--- src/rtl/acc_cpu_core.sv ---
// acc_cpu_core
//   Multicycle accumulator CPU core. Owns PC, IR, ACC and the carry flag and
//   runs a FETCH -> DECODE -> (MEM) -> FETCH control loop against one external
//   single-port memory. HLT parks the core in HALT until reset.
//
//   Parameters
//     DATA_W   accumulator / instruction / memory word width
//     OPC_W    opcode field width (>= 4); opcode = IR[DATA_W-1 -: OPC_W]
//     ADDR_W   derived, DATA_W-OPC_W; operand / address width
//     RESET_PC PC value loaded on reset
//
//   Ports
//     clk, reset       rising-edge clock, synchronous active-low reset
//     mem_req/mem_we   access request and direction (1 = write)
//     mem_addr         access address (PC in FETCH, operand in MEM)
//     mem_wdata        write data (ACC)
//     mem_rdata        read data, captured on the completing edge
//     mem_ready        completes the access on the edge where mem_req=1
//     halted           core is in HALT
//     pc_out, acc_out  architectural PC and ACC
//     flags_out        {N, Z, C}
//
//   Handshake: an access completes on the rising edge where mem_req and
//   mem_ready are both 1. Until then the FSM does not advance, so mem_addr,
//   mem_we and mem_wdata are held stable and mem_req stays asserted; only
//   reset can withdraw a pending request.
module acc_cpu_core #(
  parameter int DATA_W = 16,
  parameter int OPC_W  = 4,
  localparam int ADDR_W = DATA_W - OPC_W,
  parameter logic [ADDR_W-1:0] RESET_PC = '0
) (
  input  logic              clk,
  input  logic              reset,
  output logic              mem_req,
  output logic              mem_we,
  output logic [ADDR_W-1:0] mem_addr,
  output logic [DATA_W-1:0] mem_wdata,
  input  logic [DATA_W-1:0] mem_rdata,
  input  logic              mem_ready,
  output logic              halted,
  output logic [ADDR_W-1:0] pc_out,
  output logic [DATA_W-1:0] acc_out,
  output logic [2:0]        flags_out
);

  typedef enum logic [1:0] {
    S_FETCH  = 2'd0,
    S_DECODE = 2'd1,
    S_MEM    = 2'd2,
    S_HALT   = 2'd3
  } state_e;

  localparam logic [OPC_W-1:0] OP_NOP  = OPC_W'(0);
  localparam logic [OPC_W-1:0] OP_LDA  = OPC_W'(1);
  localparam logic [OPC_W-1:0] OP_STA  = OPC_W'(2);
  localparam logic [OPC_W-1:0] OP_ADD  = OPC_W'(3);
  localparam logic [OPC_W-1:0] OP_SUB  = OPC_W'(4);
  localparam logic [OPC_W-1:0] OP_AND  = OPC_W'(5);
  localparam logic [OPC_W-1:0] OP_OR   = OPC_W'(6);
  localparam logic [OPC_W-1:0] OP_XOR  = OPC_W'(7);
  localparam logic [OPC_W-1:0] OP_LDI  = OPC_W'(8);
  localparam logic [OPC_W-1:0] OP_ADDI = OPC_W'(9);
  localparam logic [OPC_W-1:0] OP_JMP  = OPC_W'(10);
  localparam logic [OPC_W-1:0] OP_JZ   = OPC_W'(11);
  localparam logic [OPC_W-1:0] OP_JN   = OPC_W'(12);
  localparam logic [OPC_W-1:0] OP_SHL  = OPC_W'(13);
  localparam logic [OPC_W-1:0] OP_SHR  = OPC_W'(14);
  localparam logic [OPC_W-1:0] OP_HLT  = OPC_W'(15);

  state_e              state_q, state_d;
  logic [ADDR_W-1:0]   pc_q, pc_d;
  logic [DATA_W-1:0]   ir_q, ir_d;
  logic [DATA_W-1:0]   acc_q, acc_d;
  logic                c_q, c_d;

  logic [OPC_W-1:0]    opcode;
  logic [ADDR_W-1:0]   operand;
  logic [DATA_W-1:0]   imm_ext;
  logic [DATA_W-1:0]   add_b;
  logic [DATA_W:0]     add_res;
  logic [DATA_W:0]     sub_res;
  logic                z_flag;
  logic                n_flag;

  assign opcode  = ir_q[DATA_W-1 -: OPC_W];
  assign operand = ir_q[ADDR_W-1:0];
  assign imm_ext = {{OPC_W{1'b0}}, operand};

  // One adder serves ADDI (in DECODE) and ADD (in MEM); the extra top bit
  // is the carry-out. For SUB the top bit of the widened difference is the
  // unsigned borrow.
  assign add_b   = (state_q == S_MEM) ? mem_rdata : imm_ext;
  assign add_res = {1'b0, acc_q} + {1'b0, add_b};
  assign sub_res = {1'b0, acc_q} - {1'b0, mem_rdata};

  assign z_flag = (acc_q == '0);
  assign n_flag = acc_q[DATA_W-1];

  always_ff @(posedge clk) begin
    if (!reset) begin
      state_q <= S_FETCH;
      pc_q    <= RESET_PC;
      ir_q    <= '0;
      acc_q   <= '0;
      c_q     <= 1'b0;
    end else begin
      state_q <= state_d;
      pc_q    <= pc_d;
      ir_q    <= ir_d;
      acc_q   <= acc_d;
      c_q     <= c_d;
    end
  end

  always_comb begin
    state_d = state_q;
    pc_d    = pc_q;
    ir_d    = ir_q;
    acc_d   = acc_q;
    c_d     = c_q;
    case (state_q)
      S_FETCH: begin
        if (mem_ready) begin
          ir_d    = mem_rdata;
          pc_d    = pc_q + ADDR_W'(1);
          state_d = S_DECODE;
        end
      end
      S_DECODE: begin
        state_d = S_FETCH;
        case (opcode)
          OP_NOP:  ;
          OP_LDA, OP_STA, OP_ADD, OP_SUB,
          OP_AND, OP_OR, OP_XOR: state_d = S_MEM;
          OP_LDI:  acc_d = imm_ext;
          OP_ADDI: begin
            acc_d = add_res[DATA_W-1:0];
            c_d   = add_res[DATA_W];
          end
          OP_JMP:  pc_d = operand;
          OP_JZ:   if (z_flag) pc_d = operand;
          OP_JN:   if (n_flag) pc_d = operand;
          OP_SHL: begin
            acc_d = {acc_q[DATA_W-2:0], 1'b0};
            c_d   = acc_q[DATA_W-1];
          end
          OP_SHR: begin
            acc_d = {1'b0, acc_q[DATA_W-1:1]};
            c_d   = acc_q[0];
          end
          OP_HLT:  state_d = S_HALT;
          // Opcodes beyond 15 (wide opcode fields) fall through as NOP.
          default: ;
        endcase
      end
      S_MEM: begin
        if (mem_ready) begin
          state_d = S_FETCH;
          case (opcode)
            OP_LDA: acc_d = mem_rdata;
            OP_ADD: begin
              acc_d = add_res[DATA_W-1:0];
              c_d   = add_res[DATA_W];
            end
            OP_SUB: begin
              acc_d = sub_res[DATA_W-1:0];
              c_d   = sub_res[DATA_W];
            end
            OP_AND: begin
              acc_d = acc_q & mem_rdata;
              c_d   = 1'b0;
            end
            OP_OR: begin
              acc_d = acc_q | mem_rdata;
              c_d   = 1'b0;
            end
            OP_XOR: begin
              acc_d = acc_q ^ mem_rdata;
              c_d   = 1'b0;
            end
            default: ;
          endcase
        end
      end
      S_HALT:  ;
      default: state_d = S_FETCH;
    endcase
  end

  // Outputs are gated by reset so that the cycle in which reset is first
  // asserted already withdraws the request and shows the reset values.
  assign mem_req   = reset && ((state_q == S_FETCH) || (state_q == S_MEM));
  assign mem_we    = reset && (state_q == S_MEM) && (opcode == OP_STA);
  assign mem_addr  = (state_q == S_MEM) ? operand : pc_q;
  assign mem_wdata = acc_q;
  assign halted    = reset && (state_q == S_HALT);
  assign pc_out    = reset ? pc_q : RESET_PC;
  assign acc_out   = reset ? acc_q : '0;
  assign flags_out = reset ? {n_flag, z_flag, c_q} : 3'b010;

endmodule

--- config.mk ---
export PLATFORM = sky130hd
export DESIGN_NAME = acc_cpu_core
export DESIGN_NICKNAME = d
export VERILOG_FILES = /design/src/rtl/acc_cpu_core.sv
export SDC_FILE = /design/constraint.sdc
export NUM_CORES = 1
export LEC_CHECK = 0
export ABC_AREA = 1
export BUFFER_PORTS_ARGS = -buffer_cell sky130_fd_sc_hd__buf_2
export CORE_MARGIN = 2
export CORE_UTILIZATION = 55
export CTS_BUF_LIST = sky130_fd_sc_hd__clkbuf_4 sky130_fd_sc_hd__clkbuf_8
export CTS_CLUSTER_DIAMETER = 40
export DETAILED_ROUTE_END_ITERATION = 16
export PLACE_DENSITY = 0.79
export SYNTH_ARGS = -nofsm -noshare
export SYNTH_HDL_FRONTEND = slang
export SYNTH_SLANG_ARGS = --single-unit
--- constraint.sdc ---
create_clock -name clk -period 2.4 [get_ports clk]
set_input_delay 0.12 -clock clk [delete_from_list [all_inputs] [get_ports clk]]
set_output_delay 0.12 -clock clk [all_outputs]
set_load 0.01 [all_outputs]
# Word level (Yosys, flattened, before mapping)
# Index checks and enable logic that the tools add are counted.
[totals] regBits=47 elab_cells=77
[classes] addsub=3 eq_ne=27 mux=22 bitwise_logic=3 n_reduce_logical=17
[ops] op="one-hot mux 16 bit (6 select lines)" n=1
[ops] op="one-hot mux 16 bit (4 select lines)" n=1
[ops] op="2-to-1 mux 12 bit" n=5
[ops] op="2-to-1 mux 16 bit" n=3
[ops] op="one-hot mux 12 bit (3 select lines)" n=1
[ops] op="equality test 4 bit, second input constant" n=8
[ops] op="one-hot mux 16 bit (2 select lines)" n=1
[ops] op="one-hot mux 12 bit (2 select lines)" n=1
[ops] op="adder 16 x 16 -> 17 bit" n=1
[ops] op="subtractor 16 x 16 -> 17 bit" n=1
[ops] op="bitwise AND 16 bit" n=1
[ops] op="equality test 4 x 3 -> 1 bit, second input constant" n=4
[ops] op="zero test 16 bit" n=1
[ops] op="bitwise OR 16 bit" n=1
[ops] op="bitwise XOR 16 bit" n=1
[ops] op="adder 12 x 1 -> 12 bit, second input constant" n=1
[ops] op="equality test 4 x 2 -> 1 bit, second input constant" n=2
[ops] op="!= test 4 x 2 -> 1 bit, second input constant" n=2
[ops] op="AND reduction 4 bit" n=2
[ops] op="!= test 7 x 1 -> 1 bit, second input constant" n=1
[ops] op="OR reduction 7 bit" n=1
[ops] op="!= test 3 bit, second input constant" n=2
[ops] op="one-hot mux 1 bit (3 select lines)" n=2
[ops] op="one-hot mux 2 bit (3 select lines)" n=1
[ops] op="20 further kinds" n=27

# Depth between registers and ports, before layout
[logic_depth] depth_word=6 ltp_mapped=20 depth_no_buf=19

# Least setup slack after synthesis
# Ideal clock, no wire load.
[synth_path] path_kind="register to register" startpoint="reg state_q[0]" endpoint="reg acc_q[14] (netlist: mem_wdata[14])" setup_ps=122 t_arrival_ps=2582 required_time_ps=2278 slack_ps=-304 stages_incl_launch_ff=20 path_buffers=2 period_less_slack_ps=2704 path_cell_list="dfxtp_1 -> inv_1 -> ha_1 -> clkbuf_1 -> clkbuf_1 -> nand2_1 -> o21ai_0 -> ha_1 -> inv_1 -> fa_1 -> inv_1 -> nand4_1 -> nand2_1 -> nand2_1 -> nand2_1 -> nand2_1 -> nand3_1 -> nand2_1 -> o21ai_0 -> a21oi_2"
[synth_between] elab_chain_cells=6
[synth_lines] item="from (decl)" line="71" text="state_e state_q, state_d;"
[synth_lines] item="from (signal assigned)" line="108" text="state_q <= state_d;"
[synth_lines] item="equality test 2 bit" line="93, 122"
[synth_lines] item="2-to-1 mux 16 bit" line="93" text="assign add_b = (state_q == S_MEM) ? mem_rdata : imm_ext;"
[synth_lines] item="adder 16 x 16 -> 17 bit" line="94" text="assign add_res = {1'b0, acc_q} + {1'b0, add_b};"
[synth_lines] item="one-hot mux 16 bit (6 select lines)" line="160" text="case (opcode)"
[synth_lines] item="2-to-1 mux 16 bit" line="158" text="if (mem_ready) begin"
[synth_lines] item="one-hot mux 16 bit (2 select lines)" line="122" text="case (state_q)"
[synth_lines] item="to (signal assigned)" line="105" text="acc_q <= '0;"
[synth_lines] item="to (signal assigned)" line="111" text="acc_q <= acc_d;"
[synth_lines] item="to (decl)" line="74" text="logic [DATA_W-1:0] acc_q, acc_d;"
# Parallel ways exist; a longest one is shown, timed or not. The select of a mux whose other input is x is not followed.
# A chain may end at the register's enable or synchronous reset.

# Worst setup path after layout
# Ends and elaborated chain as after synthesis.

==> results.cfg <==
[final_layout]
nNetsFinal = 1324
multi_input_area_um2 = 5050
syn_to_final_growth_pct = 30.4
antennaDiodeCount = 0
seqCellArea_um2 = 943
layoutNonFillerInstCount = 1373
drive_gt1_frac = 0.283
num-fill-cells = 963
design_area_um2 = 8210
fin_util = 0.729

[pwr]
power_mw = 4.73
ir_drop_v = 0.000406
p_leak_nw = 4.39
power_density_nw_per_um2 = 576

[floorplan]
ios = 81
die_area_um2 = 12300
die_w_um = 111
die_h_um = 111
start_util = 0.559
row_count = 39
coreArea_um2 = 11300

[critical_path]
crit_fanout = 5
max_stage_delay_ns = 0.35
critical-path-slowest-cell = dfxtp_2
worstSetupPathType = reg -> reg
endpoint_kind = flip-flop
worstPathRequired_ns = 2.62
worst_setup_path_start_kind = flip-flop
crit_top_cell = nand2_2
cp_cell_sequence = inv_2 -> ha_4 -> bufbuf_16 -> o21ai_1 -> ha_1 -> nand2_2 -> nand2_1 -> a21oi_2 -> nand2_2 -> nand2_2 -> nand3_1 -> nand3_2 -> nand2_2 -> o21ai_2 -> a21oi_2
arrival_ns = 2.87

[grt]
grt_pass1_wl_mm = 36.2
grt.overflow.total = 0
grt_max_degree = 35
first_global_vias = 7152
grt.total_usage = 0.362
antenna_found_initial = 0

[detailed_routing]
route.antenna.remaining_nets = 0
via_per_inst = 5.80
drtPass1Iterations = 5
drc = 0
vias = 7966
wirelength_mm = 23.9
drtIter0Drc = 928
wl_per_cell_um = 17.4

[run_status]
status = finished, violations left
failed_checks = negative setup slack

[place]
detailed_place.area_um2 = 7340
place_hpwl_mm = 17.4
place_congestion = 0.980
portBuffers = 80
dp.cells = 1348

[clocking]
cts.htree.levels = 2
cts_hold_buf = 0
clk_latency_ns = 0.32
clock_sinks = 47
clkTransAtPathRegs_ns = 0.11
cts_inserted_buffers = 5
cts_max_path_buffers = 2
cts_tree = yes
cts-root-buf = clkbuf_8

[yosys]
syn_avg_cell_area_um2 = 5.78
synth_cells = 1090
yosysWarnings = 0
ys_seq_area_frac = 0.149
synth_ff_type = dfxtp_1
synth-async-reset-ratio = 0
ys_types = 38
synth_fp_nets = 1185
synth_edf_count = 0
syn_area_um2 = 6300
synth-seq-cells = 47

[timing]
timing.final.ws_setup_ns = -0.250
slew_violations = 0
max_freq_ghz = 0.377
clock-skew-final_ns = 0.0102
fin_crit_ns = 2.65
rsz0062_at_grt = yes
setup_viol = 15
period_share = 1.10
whs_ns = 0.166
hold_viol = 0
slew-limit-headroom = 0.163
tightest_slew_ns = 1.25

[run]
cap_violations = 0

[hold_path]
worstHoldPathType = in -> reg
## worst max-delay path, delay by kind of cell, from the launching register on
family          cells  cell delay [ns]
buf+inv             2             0.31
simple gates        7             0.81
fa+ha+maj           2             0.48
compound gates      4             0.58
flops               1             0.35
## sequential cells by signal (all words and copies together) (netlist names)
signal / count
mem_wdata: 16
c_q: 1
state_q: 2
pc_q: 12
ir_q: 16
## area by class of cell
cell class / instances / area share
inverter: 203 / 0.0940
clock inverter: 3 / 0.00564
tap: 143 / 0.0218
clock buffer: 5 / 0.00838
multi-input combinational: 802 / 0.615
timing repair buffer: 170 / 0.140
sequential: 47 / 0.115
## cell families after synthesis
family | count (synthesis) | synth area share
adder cells (fa/ha/maj) | 76 | 0.153
flip-flops | 47 | 0.149
buffers and inverters | 241 | 0.147
AO/OA/AOI/OAI | 240 | 0.217
AND/OR/NAND/NOR | 478 | 0.323
XOR/XNOR | 8 | 0.0111
## layout by cell type, fill, tap and decap left out, types with 6 or more instances in the layout
cell type  netlist  routed
dfxtp_1         47      45
ha_1            74      64
nand2_2          4      43
nand4_1         19      19
a21oi_1         74      57
nor2_2           3       7
inv_2            4      14
o21ai_1          9      19
nand3b_1         7       7
o21ai_0         92      72
ha_4             0       8
buf_2            3      80
o21ai_2          0       9
nand3_2          0      20
o22ai_1         23      23
a21oi_2         16      29
a211oi_1         9       9
nand3_1         68      45
inv_1          197     185
buf_4            2      81
nor3_1           9       6
nand2_1        286     242
nor2_1          71      66
## synthesized netlist by cell type (3+ instances only)
cell         n  area, um2
nand3b_1     7       52.6
nand2_1    286       1070
inv_2        4       15.0
buf_2        3       15.0
xor2_1       7       61.3
nand3_1     68        340
nand2_2      4       25.0
nor3_1       9       45.0
o21ai_0     92        460
or2_2        5       31.3
ha_1        74        926
a21oi_1     74        370
o2111ai_1    3       26.3
nand4_1     19        119
nor2_1      71        267
a21oi_2     16        140
clkbuf_1    29        109
o22ai_1     23        144
o21ai_1      9       45.0
buf_1        3       11.3
inv_1      197        739
o21bai_1     4       30.0
nor2_2       3       18.8
a211oi_1     9       67.6
dfxtp_1     47        941
a31oi_1      3       18.8
a221oi_1     5       43.8
## metal layers
metal / vias to the layer above / track usage / share of wire
met4: 0 / 0.163 / 0.054
met5: - / 0 / 0
met2: 491 / 0.548 / 0.43
met3: 113 / 0.0645 / 0.11
met1: 3560 / 0.501 / 0.41
li1: 3802 / - / -
## metrics by stage
stage	worst slack [ns]	setup TNS [ns]
after floorplan	-0.00764	-0.00764
after global placement	-0.0909	-0.701
final	-0.250	-1.64
after CTS	-0.0304	-0.152
after global routing	-0.317	-3.26
after detailed placement	-0.162	-1.65
## timing repair
item                       CTS  global route
cloned                       2             0
setup endpoints to repair   16            16
setup buffers               11             6
pin swaps                   45            70
resized for setup           77            90
## power breakdown
group	switching, mW	internal, mW
Clock	0.336	0.315
Sequential	0.124	0.902
Combinational	1.88	1.18
## path summary, 6_finish.rpt
path	startpoint	slack [ns]	depth (start not counted)	to
max	state_q[0]	-0.25	15	mem_wdata[14]
min	mem_rdata[7]	0.17	3	ir_q[7]
max reg2reg	state_q[0]	-0.25	15	mem_wdata[14]
min reg2reg	pc_q[1]	0.53	2	pc_q[1]
(Power assumes the default switching activity.)
